<file path="src/rtl/crc_data_check.sv">
// Receive-side CRC-16 checker: strips the trailing CRC word, moves EOP onto the
// last payload word, flags each packet pass/fail and keeps saturating statistics.
`timescale 1ns/1ps
module crc_data_check #(
   parameter int CNT_W = 16
) (
   input  logic             iClk,
   input  logic             iRst,
   input  logic             iRdSop,
   input  logic             iRdEop,
   input  logic             iRdVld,
   input  logic [31:0]      iRdData,
   input  logic             iDnFull,
   output logic             oFull,
   output logic             oSop,
   output logic             oEop,
   output logic             oVld,
   output logic [31:0]      oData,
   output logic             oCrcVld,
   output logic             oCrcErr,
   output logic [CNT_W-1:0] oPktOkCnt,
   output logic [CNT_W-1:0] oPktErrCnt
);

   typedef enum logic [1:0] {IDLE, HDR, BODY} state_t;

   state_t      state;
   logic [31:0] hold;
   logic        holdSop;
   logic [15:0] crc;
   logic        accept;

   // CRC-16/0x1021, one 32-bit word per step, MSB first.
   function automatic logic [15:0] crcStep(input logic [15:0] c, input logic [31:0] d);
      logic [15:0] r;
      logic        fb;
      r = c;
      for (int i = 31; i >= 0; i--) begin
         fb = r[15] ^ d[i];
         r  = {r[14:0], 1'b0};
         if (fb) r = r ^ 16'h1021;
      end
      return r;
   endfunction

   function automatic logic [CNT_W-1:0] satInc(input logic [CNT_W-1:0] v);
      return (&v) ? v : v + 1'b1;
   endfunction

   assign oFull  = iDnFull;
   assign accept = iRdVld && !iDnFull;

   always_ff @(posedge iClk) begin
      if (iRst) begin
         state      <= IDLE;
         hold       <= '0;
         holdSop    <= 1'b0;
         crc        <= 16'hFFFF;
         oVld       <= 1'b0;
         oSop       <= 1'b0;
         oEop       <= 1'b0;
         oData      <= '0;
         oCrcVld    <= 1'b0;
         oCrcErr    <= 1'b0;
         oPktOkCnt  <= '0;
         oPktErrCnt <= '0;
      end else begin
         oVld    <= 1'b0;
         oSop    <= 1'b0;
         oEop    <= 1'b0;
         oCrcVld <= 1'b0;
         oCrcErr <= 1'b0;
         if (accept) begin
            case (state)
               IDLE: begin
                  if (iRdSop) begin
                     if (iRdEop) begin
                        // SOP+EOP with nothing held: no room for a CRC, report and drop
                        oCrcVld    <= 1'b1;
                        oCrcErr    <= 1'b1;
                        oPktErrCnt <= satInc(oPktErrCnt);
                     end else begin
                        hold    <= iRdData;
                        holdSop <= 1'b1;
                        crc     <= 16'hFFFF;
                        state   <= HDR;
                     end
                  end
               end
               default: begin
                  oVld  <= 1'b1;
                  oSop  <= holdSop;
                  oData <= hold;
                  if (iRdSop) begin
                     // New header before the CRC word: close the held packet as failed
                     oEop       <= 1'b1;
                     oCrcVld    <= 1'b1;
                     oCrcErr    <= 1'b1;
                     oPktErrCnt <= satInc(oPktErrCnt);
                     if (iRdEop) begin
                        state <= IDLE;
                     end else begin
                        hold    <= iRdData;
                        holdSop <= 1'b1;
                        crc     <= 16'hFFFF;
                        state   <= HDR;
                     end
                  end else if (iRdEop) begin
                     oEop    <= 1'b1;
                     oCrcVld <= 1'b1;
                     oCrcErr <= (crc != iRdData[15:0]);
                     if (crc != iRdData[15:0]) oPktErrCnt <= satInc(oPktErrCnt);
                     else                      oPktOkCnt  <= satInc(oPktOkCnt);
                     state <= IDLE;
                  end else begin
                     hold    <= iRdData;
                     holdSop <= 1'b0;
                     crc     <= crcStep(crc, iRdData);
                     state   <= BODY;
                  end
               end
            endcase
         end
      end
   end

endmodule
</file>
<file path="config.mk">
export PLATFORM = sky130hd
export DESIGN_NAME = crc_data_check
export DESIGN_NICKNAME = d
export VERILOG_FILES = /design/src/rtl/crc_data_check.sv
export SDC_FILE = /design/constraint.sdc
export NUM_CORES = 1
export LEC_CHECK = 0
export CORE_MARGIN = 2
export CORE_UTILIZATION = 42
export DETAILED_ROUTE_END_ITERATION = 6
export PLACE_DENSITY = 0.77
export SYNTH_ARGS = -nofsm -noshare
export SYNTH_HDL_FRONTEND = slang
export SYNTH_SLANG_ARGS = --single-unit
</file>
<file path="constraint.sdc">
create_clock -name iClk -period 4.35 [get_ports iClk]
set_input_delay 0.435 -clock iClk [delete_from_list [all_inputs] [get_ports iClk]]
set_output_delay 0.435 -clock iClk [all_outputs]
set_load 0.03 [all_outputs]
</file>
==> impl_metrics.yaml <==
run_status:
  status: "finished clean"
timing:
  tightest_slew_ns: 1.259
  fmax_mhz: 343.5
  rsz0062_at_grt: "no"
  finalHoldViolCount: 0
  setup_viol: 0
  drv_slew: 0
  fin_skew_ns: 0.007190
  max_slew_margin: 0.1606
  period_share: 0.6693
  setup_tns_ns: 0
  period_needed_ns: 2.912
hold_path:
  holdPathStages: 2
  min_path_type: "reg2reg"
floorplanning:
  fp.dieH_um: 122.6
  die_w_um: 122.6
  initial_utilization: 0.4274
  core_area_mm2: 0.01383
  io-pin-count: 108
  fp.dieArea_mm2: 0.01503
  rows: 43
cells_and_area:
  final_layout_size_suffix_gt1_frac: 0.06775
  nets: 825
  ff_latch_area_mm2: 0.002402
  final_cells: 977
  area_delta_synth_final_pct: 30.51
  n_antenna_cell: 0
  fillers: 1202
  multiInputGateArea_mm2: 0.003371
  utilization: 0.5578
routing:
  route.detailed.drc: 0
  vias_per_cell: 5.074
  dr.pass1.iters: 5
  routedWlPerCell_um: 14.87
  route.antenna.remaining_nets: 0
  drt_iter0_markers: 372
  drt-total-wl_mm: 14.53
  via_count: 4957
critical_path:
  worstPathRequired_ns: 4.69
  cp_cell_sequence: "clkdlybuf4s50_1 > nor2_1 > o21ai_0 > nand2_1 > a21oi_1 > nand3_1 > or4_1 > a21oi_1"
  worst_r2r_path_depth: 7
  worstPathArrival_ns: 3.25
  crit_type: "in2reg"
  crit_buf_inv: 1
  slowest_stage: "a21oi_1"
  cp_num_cells: 8
  cp-end-kind: "flop"
  path_delay_family: "compound AO/OA/AOI/OAI gates"
  reg2reg_slack_ns: 1.64
  cpMostUsedCell: "a21oi_1"
  worstPathMaxFanout: 16
  cp_slowest_stage_delay_ns: 0.96
  critPathLaunchType: "primary input"
global_routing:
  first_global_vias: 4678
  grt_pass1_wl_mm: 23.35
  antenna_found_initial: 0
  grt_overflow: 0
  grt_max_degree: 97
  grtUsageTotal: 0.2000
synthesis:
  ys.flop_type: "dfxtp_1"
  synth_largest_area_cell: "dfxtp_1"
  yosysTopAreaCellShare: 0.4065
  avgSynthCellArea_um2: 8.589
  syn-cell-area_mm2: 0.005909
  synth-seq-cells: 120
  synth_async_sr_flop_share: 0
  synth-edff-count: 0
  synth.distinct_cells: 39
  seq_area_frac_synth: 0.4065
  netlist_top_cells_area: "dfxtp_1 (41%), xnor2_1 (11%), nand2_1 (9.1%)"
  yosysWarnings: 0
  postSynthCellCount: 688
  synthesis.nets: 728
clocking:
  cts_buffer_depth: 2
  ctsResizeCount: 0
  cts_buffers: 17
  cts.sinks: 120
  root_buffer: "clkbuf_16"
  cts_tree: "done"
  cts_hold_buf: 0
  cts_setup_buffers: 0
  clkTransAtPathRegs_ns: 0.05
  clkLatencyLatePin_ns: 0.41
  cts.htree.levels: 4
pwr:
  powerDensity_mw_per_mm2: 428.4
  ir_drop_mv: 0.2455
  p_leak_uw: 0.002736
flow_run:
  max-cap-violations: 0
place:
  dp.final_hpwl_mm: 10.13
  gp_congestion: 0.9306
  place_inst: 946
  io_buffer_count: 107
## worst paths after layout
kind,start,endpoint
max,iRdSop,oPktErrCnt[14]$_SDFFE_PP0P_
min,hold[5]$_SDFFE_PP0P_,oData[5]$_SDFFE_PP0P_
max reg2reg,crc[10]$_SDFFE_PP1P_,crc[2]$_SDFFE_PP1P_
min reg2reg,hold[5]$_SDFFE_PP0P_,oData[5]$_SDFFE_PP0P_
## cells in the mapped netlist (4+ instances only)
master	number
xor2_1	33
xnor3_2	4
xnor2_1	72
and3_1	5
nor4_1	4
nand4_1	11
dfxtp_1	120
o22ai_1	7
a21oi_1	69
and2_1	4
xor3_1	4
nand2_1	143
clkbuf_1	31
nand2b_1	8
nor3_1	18
nor2_1	66
o21ai_0	12
xnor3_1	9
and4_1	5
xnor2_2	8
o21ai_1	6
nand3_1	24
## layout make-up
class / instances / area share
repair buffers: 112 / 0.1434
clock buffers: 23 / 0.06197
clock inverters: 8 / 0.01541
flip-flops and latches: 120 / 0.3115
well taps: 180 / 0.02920
inverters: 3 / 0.001460
multi-input cells: 531 / 0.4371
## per-stage QoR
step	hold slack (ns)	worst slack [ns]	total power, uW	instance area, um2
final	0.4501	1.438	3304	7712
after global routing	0.4655	1.102	3435	7712
after CTS	0.4531	1.497	3327	7712
after detailed placement	0.4436	1.047	1905	7116
after global placement	0.4374	1.095	1902	7116
after floorplan	0.4305	1.781	1760	5909
## worst register-to-register path, stage by stage, from the launching register on
cell and delay (ns):
dfxtp_1 0.41, xor2_1 0.25, xnor3_2 0.55, xnor3_1 0.41, xnor3_1 0.32, xnor2_2 0.31, a21oi_1 0.11, or2_1 0.25
## layout by cell type (no fill, tap or decap), drive strengths merged, types with 2 or more instances in the layout
cell type	n
nand3	24
nor3	18
xor2	35
nand2b	8
dfxtp	120
xnor2	80
and3	5
a21oi	69
inv	4
nand2	143
and4	5
bufinv	3
buf	6
nor2	66
nand4	11
nor2b	2
clkbuf	23
or2	3
o21ai	18
xor3	6
ha	2
clkinv	4
and2	4
xnor3	13
o22ai	7
nor4	4
clkdlybuf4s50	106
## per-layer routing
layer	routed length, um	GRT usage	up-vias
met5	0	0	-
met2	7106	0.3292	134
met4	271	0.08908	0
met3	621	0.03903	19
li1	-	-	2473
met1	6529	0.2541	2331
## cell families after synthesis
logic type      count (synthesis)  synth area share
xor+xnor                      134            0.2581
mux                             1          0.001694
flops                         120            0.4065
buf+inv                        37           0.02414
compound gates                 99           0.08766
simple gates                  295            0.2177
fa+ha+maj                       2          0.004234
## power breakdown
| group | switching, uW | internal [uW] |
|---|---|---|
| registers | 5.94 | 1110 |
| clock network | 478 | 941 |
| logic | 365 | 405 |
## sequential cells by signal, indices dropped and copies added (netlist names)
| name | count |
|---|---|
| oPktErrCnt | 16 |
| oPktOkCnt | 16 |
| state | 2 |
| oData | 32 |
| oSop | 1 |
| hold | 32 |
| oCrcVld | 1 |
| oEop | 1 |
| oCrcErr | 1 |
| oVld | 1 |
| crc | 16 |
| holdSop | 1 |
Power figures use the tool's default switching activity.
